`config.mk`:
```
export PLATFORM = sky130hd
export DESIGN_NAME = victim_cache_ctrl
export DESIGN_NICKNAME = d
export VERILOG_FILES = /design/src/rtl/victim_cache_ctrl.sv
export SDC_FILE = /design/constraint.sdc
export NUM_CORES = 1
export LEC_CHECK = 0
export ABC_AREA = 1
export ABC_CLOCK_PERIOD_IN_PS = 2650
export CORE_MARGIN = 2
export CORE_UTILIZATION = 40
export CTS_CLUSTER_SIZE = 14
export DETAILED_ROUTE_END_ITERATION = 10
export PLACE_DENSITY = 0.72
export SLEW_MARGIN = 20
export SYNTH_ARGS = -nofsm -noshare
export SYNTH_HDL_FRONTEND = slang
export SYNTH_SLANG_ARGS = --single-unit
export TNS_END_PERCENT = 5
```
`constraint.sdc`:
```
create_clock -name clk -period 2.65 [get_ports clk]
set_input_delay 0.265 -clock clk [delete_from_list [all_inputs] [get_ports clk]]
set_output_delay 0.265 -clock clk [all_outputs]
set_load 0.02 [all_outputs]
```
`src/rtl/victim_cache_ctrl.sv`:
```
// Victim cache tag-store sequencer: serialises probe and insert requests into
// tag_store command strobes and raises a writeback handshake for dirty victims.
module victim_cache_ctrl #(
    parameter int TAG_WIDTH = 4,
    parameter int NUM_WAYS  = 4,
    localparam int WW       = $clog2(NUM_WAYS)
) (
    input  logic                 clk,
    input  logic                 rst,
    input  logic                 req_valid,
    output logic                 req_ready,
    input  logic                 req_op,
    input  logic [TAG_WIDTH-1:0] req_tag,
    input  logic                 req_dirty,
    output logic                 rsp_valid,
    output logic                 rsp_hit,
    output logic [WW-1:0]        rsp_way,
    output logic                 rsp_dirty,
    output logic                 wb_valid,
    input  logic                 wb_ready,
    output logic [TAG_WIDTH-1:0] wb_tag,
    output logic [WW-1:0]        wb_way,
    output logic                 ts_write_en,
    output logic                 ts_read_en,
    output logic                 ts_lookup_en,
    output logic                 ts_valid_clear,
    output logic                 ts_dirty_set,
    output logic                 ts_dirty_clear,
    output logic [TAG_WIDTH-1:0] ts_tag_in,
    output logic [WW-1:0]        ts_way_index,
    input  logic                 ts_hit,
    input  logic [WW-1:0]        ts_hit_way_index,
    input  logic                 ts_valid_read,
    input  logic                 ts_dirty_read,
    input  logic [TAG_WIDTH-1:0] ts_tag_read,
    output logic [3:0]           dbg_state
);

    localparam logic [3:0] S_IDLE    = 4'd0;
    localparam logic [3:0] S_LOOKUP  = 4'd1;
    localparam logic [3:0] S_LK_WAIT = 4'd2;
    localparam logic [3:0] S_RD      = 4'd3;
    localparam logic [3:0] S_RD_WAIT = 4'd4;
    localparam logic [3:0] S_INVAL   = 4'd5;
    localparam logic [3:0] S_WB      = 4'd6;
    localparam logic [3:0] S_WRITE   = 4'd7;
    localparam logic [3:0] S_DIRTY   = 4'd8;
    localparam logic [3:0] S_RESP    = 4'd9;

    logic [3:0]           state;
    logic                 op_q;
    logic [TAG_WIDTH-1:0] tag_q;
    logic                 dirty_q;
    logic [WW-1:0]        way_q;
    logic                 hit_q;
    logic                 rsp_dirty_q;
    logic [TAG_WIDTH-1:0] wb_tag_q;
    logic [NUM_WAYS-1:0]  valid_q;
    logic [WW-1:0]        rr_ptr;
    logic                 free_found;
    logic [WW-1:0]        free_way;

    // Descending scan so the lowest-index invalid way is the one left standing.
    always_comb begin
        free_found = 1'b0;
        free_way   = '0;
        for (int i = NUM_WAYS - 1; i >= 0; i--) begin
            if (!valid_q[i]) begin
                free_found = 1'b1;
                free_way   = WW'(i);
            end
        end
    end

    always_ff @(posedge clk or posedge rst) begin
        if (rst) begin
            state       <= S_IDLE;
            op_q        <= 1'b0;
            tag_q       <= '0;
            dirty_q     <= 1'b0;
            way_q       <= '0;
            hit_q       <= 1'b0;
            rsp_dirty_q <= 1'b0;
            wb_tag_q    <= '0;
            valid_q     <= '0;
            rr_ptr      <= '0;
        end else begin
            case (state)
                S_IDLE: begin
                    if (req_valid) begin
                        op_q        <= req_op;
                        tag_q       <= req_tag;
                        dirty_q     <= req_dirty;
                        hit_q       <= 1'b0;
                        rsp_dirty_q <= 1'b0;
                        way_q       <= '0;
                        if (!req_op) begin
                            state <= S_LOOKUP;
                        end else if (free_found) begin
                            way_q <= free_way;
                            state <= S_WRITE;
                        end else begin
                            way_q  <= rr_ptr;
                            rr_ptr <= rr_ptr + WW'(1);
                            state  <= S_RD;
                        end
                    end
                end
                S_LOOKUP:  state <= S_LK_WAIT;
                S_LK_WAIT: begin
                    if (ts_hit) begin
                        way_q <= ts_hit_way_index;
                        hit_q <= 1'b1;
                        state <= S_RD;
                    end else begin
                        state <= S_RESP;
                    end
                end
                S_RD:      state <= S_RD_WAIT;
                S_RD_WAIT: begin
                    if (!op_q) begin
                        rsp_dirty_q <= ts_dirty_read;
                        state       <= S_INVAL;
                    end else if (ts_valid_read && ts_dirty_read) begin
                        wb_tag_q <= ts_tag_read;
                        state    <= S_WB;
                    end else begin
                        state <= S_WRITE;
                    end
                end
                S_INVAL: begin
                    valid_q[way_q] <= 1'b0;
                    state          <= S_RESP;
                end
                // wb_valid/wb_tag/wb_way hold until the cycle wb_ready is seen high.
                S_WB: begin
                    if (wb_ready) state <= S_WRITE;
                end
                S_WRITE: begin
                    valid_q[way_q] <= 1'b1;
                    state          <= S_DIRTY;
                end
                S_DIRTY:  state <= S_RESP;
                S_RESP:   state <= S_IDLE;
                default:  state <= S_IDLE;
            endcase
        end
    end

    assign req_ready      = (state == S_IDLE) && !rst;
    assign rsp_valid      = (state == S_RESP);
    assign rsp_hit        = rsp_valid && hit_q;
    assign rsp_way        = rsp_valid ? way_q : '0;
    assign rsp_dirty      = rsp_valid && rsp_dirty_q;
    assign wb_valid       = (state == S_WB);
    assign wb_tag         = wb_valid ? wb_tag_q : '0;
    assign wb_way         = wb_valid ? way_q : '0;
    assign ts_lookup_en   = (state == S_LOOKUP);
    assign ts_read_en     = (state == S_RD);
    assign ts_valid_clear = (state == S_INVAL);
    assign ts_write_en    = (state == S_WRITE);
    assign ts_dirty_set   = (state == S_DIRTY) && dirty_q;
    assign ts_dirty_clear = (state == S_DIRTY) && !dirty_q;
    assign ts_tag_in      = (ts_lookup_en || ts_write_en) ? tag_q : '0;
    assign ts_way_index   = (ts_read_en || ts_valid_clear || ts_write_en || (state == S_DIRTY))
                            ? way_q : '0;
    assign dbg_state      = state;

endmodule

```
==> metrics <==
status complete, no violations; share of cells above drive strength 1 6.61%; FF+latch area 601 um2; endpoints failing setup 0; clock power share 10.7%; Netlist cell types 20; Post-Route WL 3450 um; P_int 0.943 mW; YS warnings 0; final core utilization 58.7%; maximum vdd ir drop 0.522 mV; CP max stage cell clkdlybuf4s50_1; Synth Net Count 225; CTS Root Cell clkbuf_4; Fillers 368; Max Fclk 0.403 GHz; reg2reg end rr_ptr[1]$_DFFE_PP0P_; flop-to-flop setup slack 0.91 ns; setup bufs post-CTS 0; post-CTS sizing 0; combinational power share 52.8%; first-pass GRT wire length 6070 um; critical path type reg -> out; Residual DRC 0; Net Sw Frac 46.4%; CTS sink count 24; FF+latch count, synth 24; worst slew pin tran 0.475 ns; Pleak 0.944 nW; Initial Utilization 42.0%; Max Cap Violations 0; 1st-pass router iterations 4; # IOs 48; sequential area share after synthesis 42.6%; Worst slew margin 68.3%; Mapped Cells 206; Post-Syn Area 1410 um2; number of I/O port buffers 47; crit-path max FO 7; Multi-input gate area 642 um2; First DRT Iteration DRCs 74; unrepaired setup endpoints after global routing false; clock-pin slew on the worst setup and hold paths 0.13 ns; Critical Path End Type primary output; Pwr Total 1.76 mW; Placed Instances 299; Core ar. 3360 um2; final hold viol count 0; Avg Cell Area, Syn 6.85 um2; Area Growth Syn to Fin 40.0%; DR vias 1393; setup TNS 0 ns; CTS buffer count 3; H-tree depth 1; Placer Congestion 0.911; worst r2r src dbg_state[3]$_DFFE_PP0P_; part of the power in registers 36.5%; period utilization 93.6%; Final Slew Violations 0; Routed wire per std cell 11.4 um; WP data required 2.38 ns; CTS Buffer Depth 2; critical path launch point type flop; Chip Height 63.4 um; Via density 4.60; initial antenna violation count 0; largest net degree at the start of global routing 25; Final #Nets 277; hpwl dp 2750 um; num rows 21; fin cells 303; CP delay by family, top buffers and inverters; final worst slack 0.170 ns; Hold Path Class in -> async; vias in the first global route 1369; CP cell instances inv_2 -> nor2_4 -> nand2_2 -> nor2_4 -> nor2_1 -> nand2_1 -> nand2_1 -> inv_1 -> clkdlybuf4s50_1; buffers plus inverters on the worst setup path 3; cts-stage hold buffer count 0; Setup Skew 0.00647 ns; Final ANT Viol Nets 0; Antenna Cells 0; crit-path max cell delay 0.59 ns; Clk Latency, worst-skew pair 0.31 ns; Congestion Overflow GR 0; pre-CTS setup slack 0.527 ns; Final Critical Period 2.48 ns; DIE WIDTH 63.4 um; Die ar. 4020 um2; TritonCTS clock tree built; Reg2Reg Depth 6; Sw Pwr 0.816 mW; Worst Path Arrival 2.22 ns; Cell Pwr Density 890 nW/um2; GR Util All Layers 19.1%
[stage by stage]
stage,instance area [um2],hold WS (ns)
2_1_floorplan,1410,0.280
3_3_place_gp,1940,0.471
3_5_place_dp,1940,0.477
4_1_cts,1980,0.326
5_1_grt,1980,0.367
6_report,1980,0.310
[layer usage]
metal	vias to the layer above	track usage (%)	routed length, um
met3	6	4.29	159
met5	-	0	0
met2	32	32.0	1660
met1	623	24.7	1570
li1	732	-	-
met4	0	5.43	59
[worst min-delay path, delay by kind of cell]
kind | cells | cell delay (ns)
buf+inv | 3 | 0.76
[logic make-up (layout without fill, tap and decap cells)]
kind of cell	after synthesis	after routing	share of synthesized area, %
simple gates	116	116	36.9
buf+inv	44	95	12.0
flops	24	24	42.6
compound gates	21	21	7.98
xor+xnor	1	1	0.621
[power groups by stage]
stage          Clock [mW]  Sequential, mW  Combinational, mW
3_3_place_gp            0           0.644              0.919
5_1_grt             0.209           0.660               1.04
6_report            0.189           0.641              0.929
2_1_floorplan           0           0.650              0.583
3_5_place_dp            0           0.645              0.935
4_1_cts             0.193           0.640              0.937
[final cells by class]
type | count | area share (%)
clock buffer | 4 | 1.84
tap | 46 | 2.91
sequential | 24 | 30.4
timing repair buffer | 48 | 24.2
inverter | 43 | 8.17
multi-input combinational | 138 | 32.5
[Yosys cell counts (all sizes together)]
cell / n / area (um2)
nand4: 4 / 31.3
xnor2: 1 / 8.76
o211ai: 3 / 22.5
inv: 43 / 161
buf: 1 / 7.51
nand2: 58 / 220
nor3: 6 / 40.0
nor2: 35 / 159
o21ai: 17 / 85.1
nand3: 11 / 55.1
nand3b: 2 / 15.0
dfrtp: 24 / 601
a21oi: 1 / 5.00
[how the worst max path moves through the flow]
stage	from	to	slack, ns	cells after the start
5_1_grt	dbg_state[2]$_DFFE_PP0P_	ts_way_index[1]	0.009	9
6_report	dbg_state[2]$_DFFE_PP0P_	ts_way_index[1]	0.17	9
4_1_cts	dbg_state[2]$_DFFE_PP0P_	ts_way_index[0]	0.16	9
3_3_place_gp	dbg_state[2]$_DFFE_PP0P_	ts_way_index[0]	0.52	9
2_1_floorplan	dbg_state[0]$_DFFE_PP0P_	rsp_dirty	0.78	6
3_5_place_dp	dbg_state[2]$_DFFE_PP0P_	ts_way_index[0]	0.53	9
[placed cells by master, fill, tap and decap left out]
master           count
a21oi_1              1
o21ai_1              2
dfrtp_1             24
nor3_1               4
nor3_2               2
inv_2                3
nand4_2              1
clkbuf_4             3
nor2_4               3
nor2_2               2
nand2_1             57
nand3b_1             2
clkbuf_8             1
inv_1               40
clkdlybuf4s50_1     47
buf_4                1
xnor2_1              1
nand4_1              3
o211ai_1             3
nor2_1              30
nand3_1             11
o21ai_0             15
nand2_2              1
Power figures use the tool's default switching activity.
